## src/rtl/seg7_scan_decoder.sv

```systemverilog
// Loopback monitor: decodes the active-low 7-segment stream of a scanned display back into hex nibbles.
// Optional decimal-point capture is enabled with SEG7_DP_EN (8-bit seg_in plus dp_out port).
module seg7_scan_decoder #(
  parameter int DIGITS        = 4,
  parameter int STABLE_CYCLES = 3
) (
  input  logic                  clk,
  input  logic                  rst_n,
`ifdef SEG7_DP_EN
  input  logic [7:0]            seg_in,
`else
  input  logic [6:0]            seg_in,
`endif
  input  logic [DIGITS-1:0]     dig_sel,
  input  logic                  clr,
  output logic [4*DIGITS-1:0]   value,
  output logic [DIGITS-1:0]     digit_valid,
  output logic                  upd,
  output logic                  err
`ifdef SEG7_DP_EN
  ,output logic [DIGITS-1:0]    dp_out
`endif
);

`ifdef SEG7_DP_EN
  localparam int SEG_W = 8;
`else
  localparam int SEG_W = 7;
`endif
  localparam int WW = DIGITS + SEG_W;
  localparam int RW = $clog2(STABLE_CYCLES + 1);
  localparam logic [RW-1:0] S_R = RW'(STABLE_CYCLES);
  localparam logic [6:0] BLANK = 7'b1111111;

  logic [WW-1:0] w, last;
  logic [RW-1:0] r, r_next;
  logic          same, accept;
  logic          sel_zero, sel_multi;
  logic          dec_hit;
  logic [3:0]    dec_nib;
  logic          is_blank;

  function automatic logic [4:0] decode(input logic [6:0] s);
    logic [4:0] d;
    case (s)
      7'b1000000: d = {1'b1, 4'h0};
      7'b1111001: d = {1'b1, 4'h1};
      7'b0100100: d = {1'b1, 4'h2};
      7'b0110000: d = {1'b1, 4'h3};
      7'b0011001: d = {1'b1, 4'h4};
      7'b0010010: d = {1'b1, 4'h5};
      7'b0000010: d = {1'b1, 4'h6};
      7'b1111000: d = {1'b1, 4'h7};
      7'b0000000: d = {1'b1, 4'h8};
      7'b0010000: d = {1'b1, 4'h9};
      7'b0001000: d = {1'b1, 4'hA};
      7'b0000011: d = {1'b1, 4'hB};
      7'b1000110: d = {1'b1, 4'hC};
      7'b0100001: d = {1'b1, 4'hD};
      7'b0000110: d = {1'b1, 4'hE};
      7'b0001110: d = {1'b1, 4'hF};
      default:    d = 5'b0;
    endcase
    return d;
  endfunction

  assign w = {dig_sel, seg_in};

  // A run continues only while W repeats and a run is in progress (r==0 after reset/clr).
  always_comb begin
    same   = (w == last) && (r != '0);
    r_next = RW'(1);
    if (same) r_next = (r == S_R) ? S_R : r + RW'(1);
    // Fires only on the edge the count first lands on STABLE_CYCLES; saturated holds stay quiet.
    accept = (r_next == S_R) && !(same && (r == S_R));
  end

  assign sel_zero  = (dig_sel == '0);
  assign sel_multi = |(dig_sel & (dig_sel - DIGITS'(1)));
  assign {dec_hit, dec_nib} = decode(seg_in[6:0]);
  assign is_blank  = (seg_in[6:0] == BLANK);

  always_ff @(posedge clk or negedge rst_n) begin
    if (!rst_n) begin
      last        <= '0;
      r           <= '0;
      value       <= '0;
      digit_valid <= '0;
      upd         <= 1'b0;
      err         <= 1'b0;
`ifdef SEG7_DP_EN
      dp_out      <= '0;
`endif
    end else begin
      last <= w;
      upd  <= 1'b0;
      if (clr) begin
        r           <= '0;
        value       <= '0;
        digit_valid <= '0;
        err         <= 1'b0;
`ifdef SEG7_DP_EN
        dp_out      <= '0;
`endif
      end else begin
        r <= r_next;
        if (accept && !sel_zero) begin
          if (sel_multi) begin
            err <= 1'b1;
          end else if (dec_hit) begin
            for (int i = 0; i < DIGITS; i++) begin
              if (dig_sel[i]) begin
                value[4*i +: 4] <= dec_nib;
                digit_valid[i]  <= 1'b1;
`ifdef SEG7_DP_EN
                dp_out[i]       <= ~seg_in[7];
`endif
              end
            end
            upd <= 1'b1;
          end else if (is_blank) begin
            for (int i = 0; i < DIGITS; i++) begin
              if (dig_sel[i]) begin
                digit_valid[i] <= 1'b0;
`ifdef SEG7_DP_EN
                dp_out[i]      <= ~seg_in[7];
`endif
              end
            end
          end else begin
            err <= 1'b1;
          end
        end
      end
    end
  end

endmodule

```

## config.mk

```make
export PLATFORM = sky130hd
export DESIGN_NAME = seg7_scan_decoder
export DESIGN_NICKNAME = d
export VERILOG_FILES = /design/src/rtl/seg7_scan_decoder.sv
export SDC_FILE = /design/constraint.sdc
export NUM_CORES = 1
export LEC_CHECK = 0
export ABC_AREA = 1
export CORE_MARGIN = 2
export CORE_UTILIZATION = 47
export CTS_CLUSTER_DIAMETER = 200
export CTS_CLUSTER_SIZE = 28
export DETAILED_ROUTE_END_ITERATION = 12
export PLACE_DENSITY = 0.77
export SETUP_SLACK_MARGIN = 0.02
export SYNTH_ARGS = -nofsm -noshare
export SYNTH_HDL_FRONTEND = slang
export SYNTH_SLANG_ARGS = --single-unit
```

## constraint.sdc

```tcl
create_clock -name clk -period 1.3 [get_ports clk]
set_input_delay 0.26 -clock clk [delete_from_list [all_inputs] [get_ports clk]]
set_output_delay 0.26 -clock clk [all_outputs]
set_load 0.01 [all_outputs]
```

## Word-level counts from Yosys, hierarchy flattened

Cells that the tools add are included.

- Register bits after elaboration: 35
- Bits of input ports: 14
- Output and inout port bits: 22
- Word-level logic and storage cells: 105

- Add/subtract/negate cells: 2
- Eq/ne operators: 30
- Mux-type cells: 34
- Bitwise logic cells: 1
- Reductions and logical operators: 26

Operators by type and width:

| operator | number |
|---|---|
| case mux 5 bit (16 select lines) | 1 |
| 2-to-1 mux 16 bit | 4 |
| 2-to-1 mux 4 bit | 9 |
| == test 7 bit (second input constant) | 5 |
| inequality test 3 bit (second input constant) | 10 |
| == test 7 x 5 -> 1 bit (second input constant) | 3 |
| == test 7 x 6 -> 1 bit (second input constant) | 3 |
| AND reduction 5 bit | 4 |
| 2-to-1 mux 1 bit | 17 |
| AND reduction 4 bit | 4 |
| == test 7 x 2 -> 1 bit (second input constant) | 2 |
| == test 7 x 4 -> 1 bit (second input constant) | 2 |
| nonzero test 2 bit | 7 |
| == test 11 bit | 1 |
| == test 7 x 3 -> 1 bit (second input constant) | 1 |
| logical NOT 7 bit | 1 |
| 2-to-1 mux 2 bit | 3 |
| bitwise AND 4 bit | 1 |
| == test 2 bit (second input constant) | 2 |
| logical AND 1 bit | 4 |
| logical NOT 4 bit | 1 |
| OR reduction 4 bit | 1 |
| subtractor 4 x 1 -> 4 bit (second input constant) | 1 |
| AND reduction 3 bit | 1 |
| other kinds (4) | 5 |

## Logic depth before layout (Yosys ltp)

- Depth in word-level cells: 8
- Gate-level depth with buffers: 12
- Depth with buffers taken out: 12

## Worst setup path after synthesis

No wires, ideal clock.

- Kind: in2reg
- From: input seg_in[1]
- To: register value[15]
- Library setup time: 0.123 ns
- Arrival: 1.268 ns
- Data required time: 1.177 ns
- Path slack: -0.091 ns
- Stages: 11
- Path buffers: 1
- Path through: nor2_2 -> nand2_1 -> nor2_1 -> nor2_2 -> nand2_1 -> nor2_2 -> nand3_2 -> nand2_4 -> buf_6 -> o21ai_0 -> nand2_1

- Cells in the longest elaborated chain, start to end: 8
- Elaborated cells on any way between the ends: 33
- Classes of those cells: eq/ne (17); mux (7); reduce/logical (9)

Ends and longest elaborated chain:

| element | line | source |
|---|---|---|
| start: declaration | 12 | `input logic [6:0] seg_in,` |
| branches (longest 8 deep; another with case mux 5 bit (16 select lines)) | - |  |
| end signal: indexed assignment | 113 | `value[4*i +: 4] <= dec_nib;` |
| end: declaration | 16 | `output logic [4*DIGITS-1:0] value,` |

Several ways; the timed one is not identified. The select of a mux whose other input is x is not followed.
A chain may end at the register's enable or synchronous reset.

## Final worst setup path

- From: register last[6]
- To: register value[2]

- Cells in the longest elaborated chain, start to end: 8
- Elaborated cells on any way between the ends: 10
- Classes of those cells: eq/ne (2); mux (1); reduce/logical (7)

Ends and longest elaborated chain:

| element | line | source |
|---|---|---|
| start: declaration | 35 | `logic [WW-1:0] w, last;` |
| start signal: assignment | 95 | `last <= w;` |
| == test 11 bit * | 71 | `same = (w == last) && (r != '0);` |
| logical AND 1 bit * | 71 |  |
| 2-to-1 mux 2 bit / logical AND 1 bit (equally long branches) | 73, 75 |  |
| == test 2 bit / logical NOT 1 bit (equally long branches) | 75 | `accept = (r_next == S_R) && !(same && (r == S_R));` |
| logical AND 1 bit * | 75 |  |
| logical AND 1 bit * | 107 | `if (accept && !sel_zero) begin` |
| nonzero test 2 bit (no line) * | - |  |
| AND reduction 4 bit (no line) * | - |  |

Every way passes the cells marked *; elsewhere a longest branch is shown, timed or not.

==> results.txt <==
Setup crit start kind: flip-flop
WHS: 107.8 ps
cts hold-fix bufs: 0
core box area: 3971 sq um
status: finished with violations
NumNets Final: 358
drt wl/cell: 14.62 microns
Final Skew: 6.258 ps
GRT Total Usage: 24.50%
LEAKAGE: 0.001649 uW
Total Wirelength: 5773 microns
DR iter-0 viols: 132
kind of critical path: flip-flop to flip-flop
CP Capture Type: flip-flop
Longest Clk Path Bufs: 2
Final HPWL DP: 3433 microns
Peak Freq: 592.9 MHz
most common cell after layout, fill and taps aside: nand2_1
total die area: 4639 sq um
post-placement cell area: 2556 sq um
Synth-to-Final Area Change: 56.80%
Post-synth ARST share: 100.0%
post-synthesis cell count: 268
Final Cycle Share: 129.7%
RSZ-0062 raised after global routing: true
Mean Syn Cell Area: 7.208 sq um
layout cells sized above 1: 34.78%
commonest non-fill, non-tap cells in the layout: nand2_1, dfrtp_1, buf_4
Clk Latency, worst-skew pair: 300 ps
Max IR drop VDD: 0.6049 mV
antenna viol nets, final: 0
worst-margin pin slew: 305.3 ps
Layout Utilization: 76.28%
ANT cells: 0
ys flop type: dfrtp_1
Die W: 68.11 microns
first-pass GRT wire length: 8362 microns
drt drc: 0
Worst Path Max Fanout: 8
Top Ports: 36
relative slew slack: 79.43%
design area: 3029 sq um
EDFF count, synth: 0
vias per cell: 5.233
CP Data Required Time: 1480 ps
# setup viols final: 22
die height: 68.11 microns
Fin. Hold Viols: 0
Mapped Area: 1932 sq um
row cnt: 23
syn_nets: 282
Yosys warnings: 0
maxcap violations: 0
Final GP Congestion: 0.8717
cts bufs inserted: 5
grt ovf: 0
CTS Root Cell: clkbuf_8
clock sink count: 35
Seq/Total Area, Yosys: 45.34%
worst setup margin: -386.7 ps
WP data arrival: 1870 ps
Final min period: 1687 ps
number of global-route vias before repair: 1865
Synth cell types: 24
router iterations before antenna repair: 4
Vias: 2067
CTS tree: done
initial antenna violation count: 0
largest net degree at the start of global routing: 36
port buffer count: 35
H-tree Lvls: 2
failing checks: setup timing
Initial Util: 48.65%
max-slew violation count: 0
Synth Register Bits: 35
Power Density: 913.0 nW/um^2
Clock Pin Slew Worst Setup and Hold Paths: 80 ps
Worst Hold Class: input port to flip-flop
through the flow:
stage	power [uW]	worst slack, ps	setup TNS [ps]	instances
global route	2872	-495.3	-9037	395
CTS	2676	-357.8	-6366	393
finish	2766	-386.7	-6848	395
detailed placement	1657	-913.5	-20030	373
floorplan	1414	-49.07	-647.0	268
global placement	1647	-883.6	-19480	373
synth_stat cells, types with 2 or more instances:
library cell	count	area (sq um)
nand4_1	7	43.79
o21ai_0	11	55.05
a21oi_1	3	15.01
inv_1	29	108.9
inv_2	3	11.26
nand3_2	3	30.03
dfrtp_1	35	875.8
o21ai_1	8	40.04
nand2_1	97	364.1
nor2_2	9	56.30
o31ai_1	2	15.01
nand3_1	11	55.05
nand2_2	3	18.77
xnor2_1	5	43.79
nor2_1	32	120.1
clkbuf_1	2	7.510
where the power goes:
group	internal [uW]	total, uW	leakage (uW)	switching (uW)
sequential	1140	1170	0.000457	28.2
combinational	244	592	0.00113	348
clock	571	1010	0.0000581	437
total	1950	2770	0.00165	813
state kept, by name, indices dropped and copies added (netlist names):
| register | count |
|---|---|
| value | 16 |
| last | 11 |
| digit_valid | 4 |
| r | 2 |
| err | 1 |
| upd | 1 |
cell type report:
| type | count | area [sq um] |
|---|---|---|
| repair buffers | 72 | 648.1 |
| inverters | 32 | 130.1 |
| clock inverters | 3 | 43.79 |
| well taps | 50 | 62.56 |
| flip-flops and latches | 35 | 875.8 |
| clock buffers | 5 | 68.82 |
| multi-input cells | 198 | 1200 |
| fillers | 267 | 942.2 |
path summary, 6_finish.rpt:
path	startpoint	endpoint	slack, ps	cells after the start
max in group asynchronous	rst_n	value[4]$_DFFE_PN0P_	790	2
worst max register to register	last[6]$_DFF_PN0_	value[2]$_DFFE_PN0P_	-390	11
worst max-delay path	last[6]$_DFF_PN0_	value[2]$_DFFE_PN0P_	-390	11
worst min register to register	digit_valid[1]$_DFFE_PN0P_	digit_valid[1]$_DFFE_PN0P_	470	2
min in group asynchronous	rst_n	last[3]$_DFF_PN0_	330	2
worst min-delay path	seg_in[0]	last[0]$_DFF_PN0_	110	1
metal layers:
layer	track usage [%]	share of wire [%]
met3	2.961	5.3
met5	0	0
met4	10.25	2.2
met2	39.93	50
met1	32.98	42
cells by family (layout without fill, tap and decap cells):
kind of cell              after synthesis  after routing  share of synthesized area [%]
buffers and inverters                  35            112                          7.189
DFF                                    35             35                          45.34
xor gates and xnor gates                5              5                          2.267
and+or+nand+nor                       166            166                          37.37
AOI/OAI and AO/OA                      27             27                          7.837
worst max-delay path, cell delays in order (launching register included):
cell	delay [ps]
dfrtp_1	360
inv_1	50
nand2_1	60
nand2_1	50
nor2_1	120
nand2_2	90
nor2_4	120
nand3_4	120
nand2_4	110
nand3b_1	240
nand2_1	160
o21ai_1	80
what timing repair did:
| item | 4_1_cts | 5_1_grt |
|---|---|---|
| cloned | 0 | 0 |
| gates resized for setup | 101 | 50 |
| setup buffers | 13 | 4 |
| pin swaps | 37 | 23 |
| endpoints found under the setup margin | 46 | 24 |
Power figures use the tool's default switching activity.
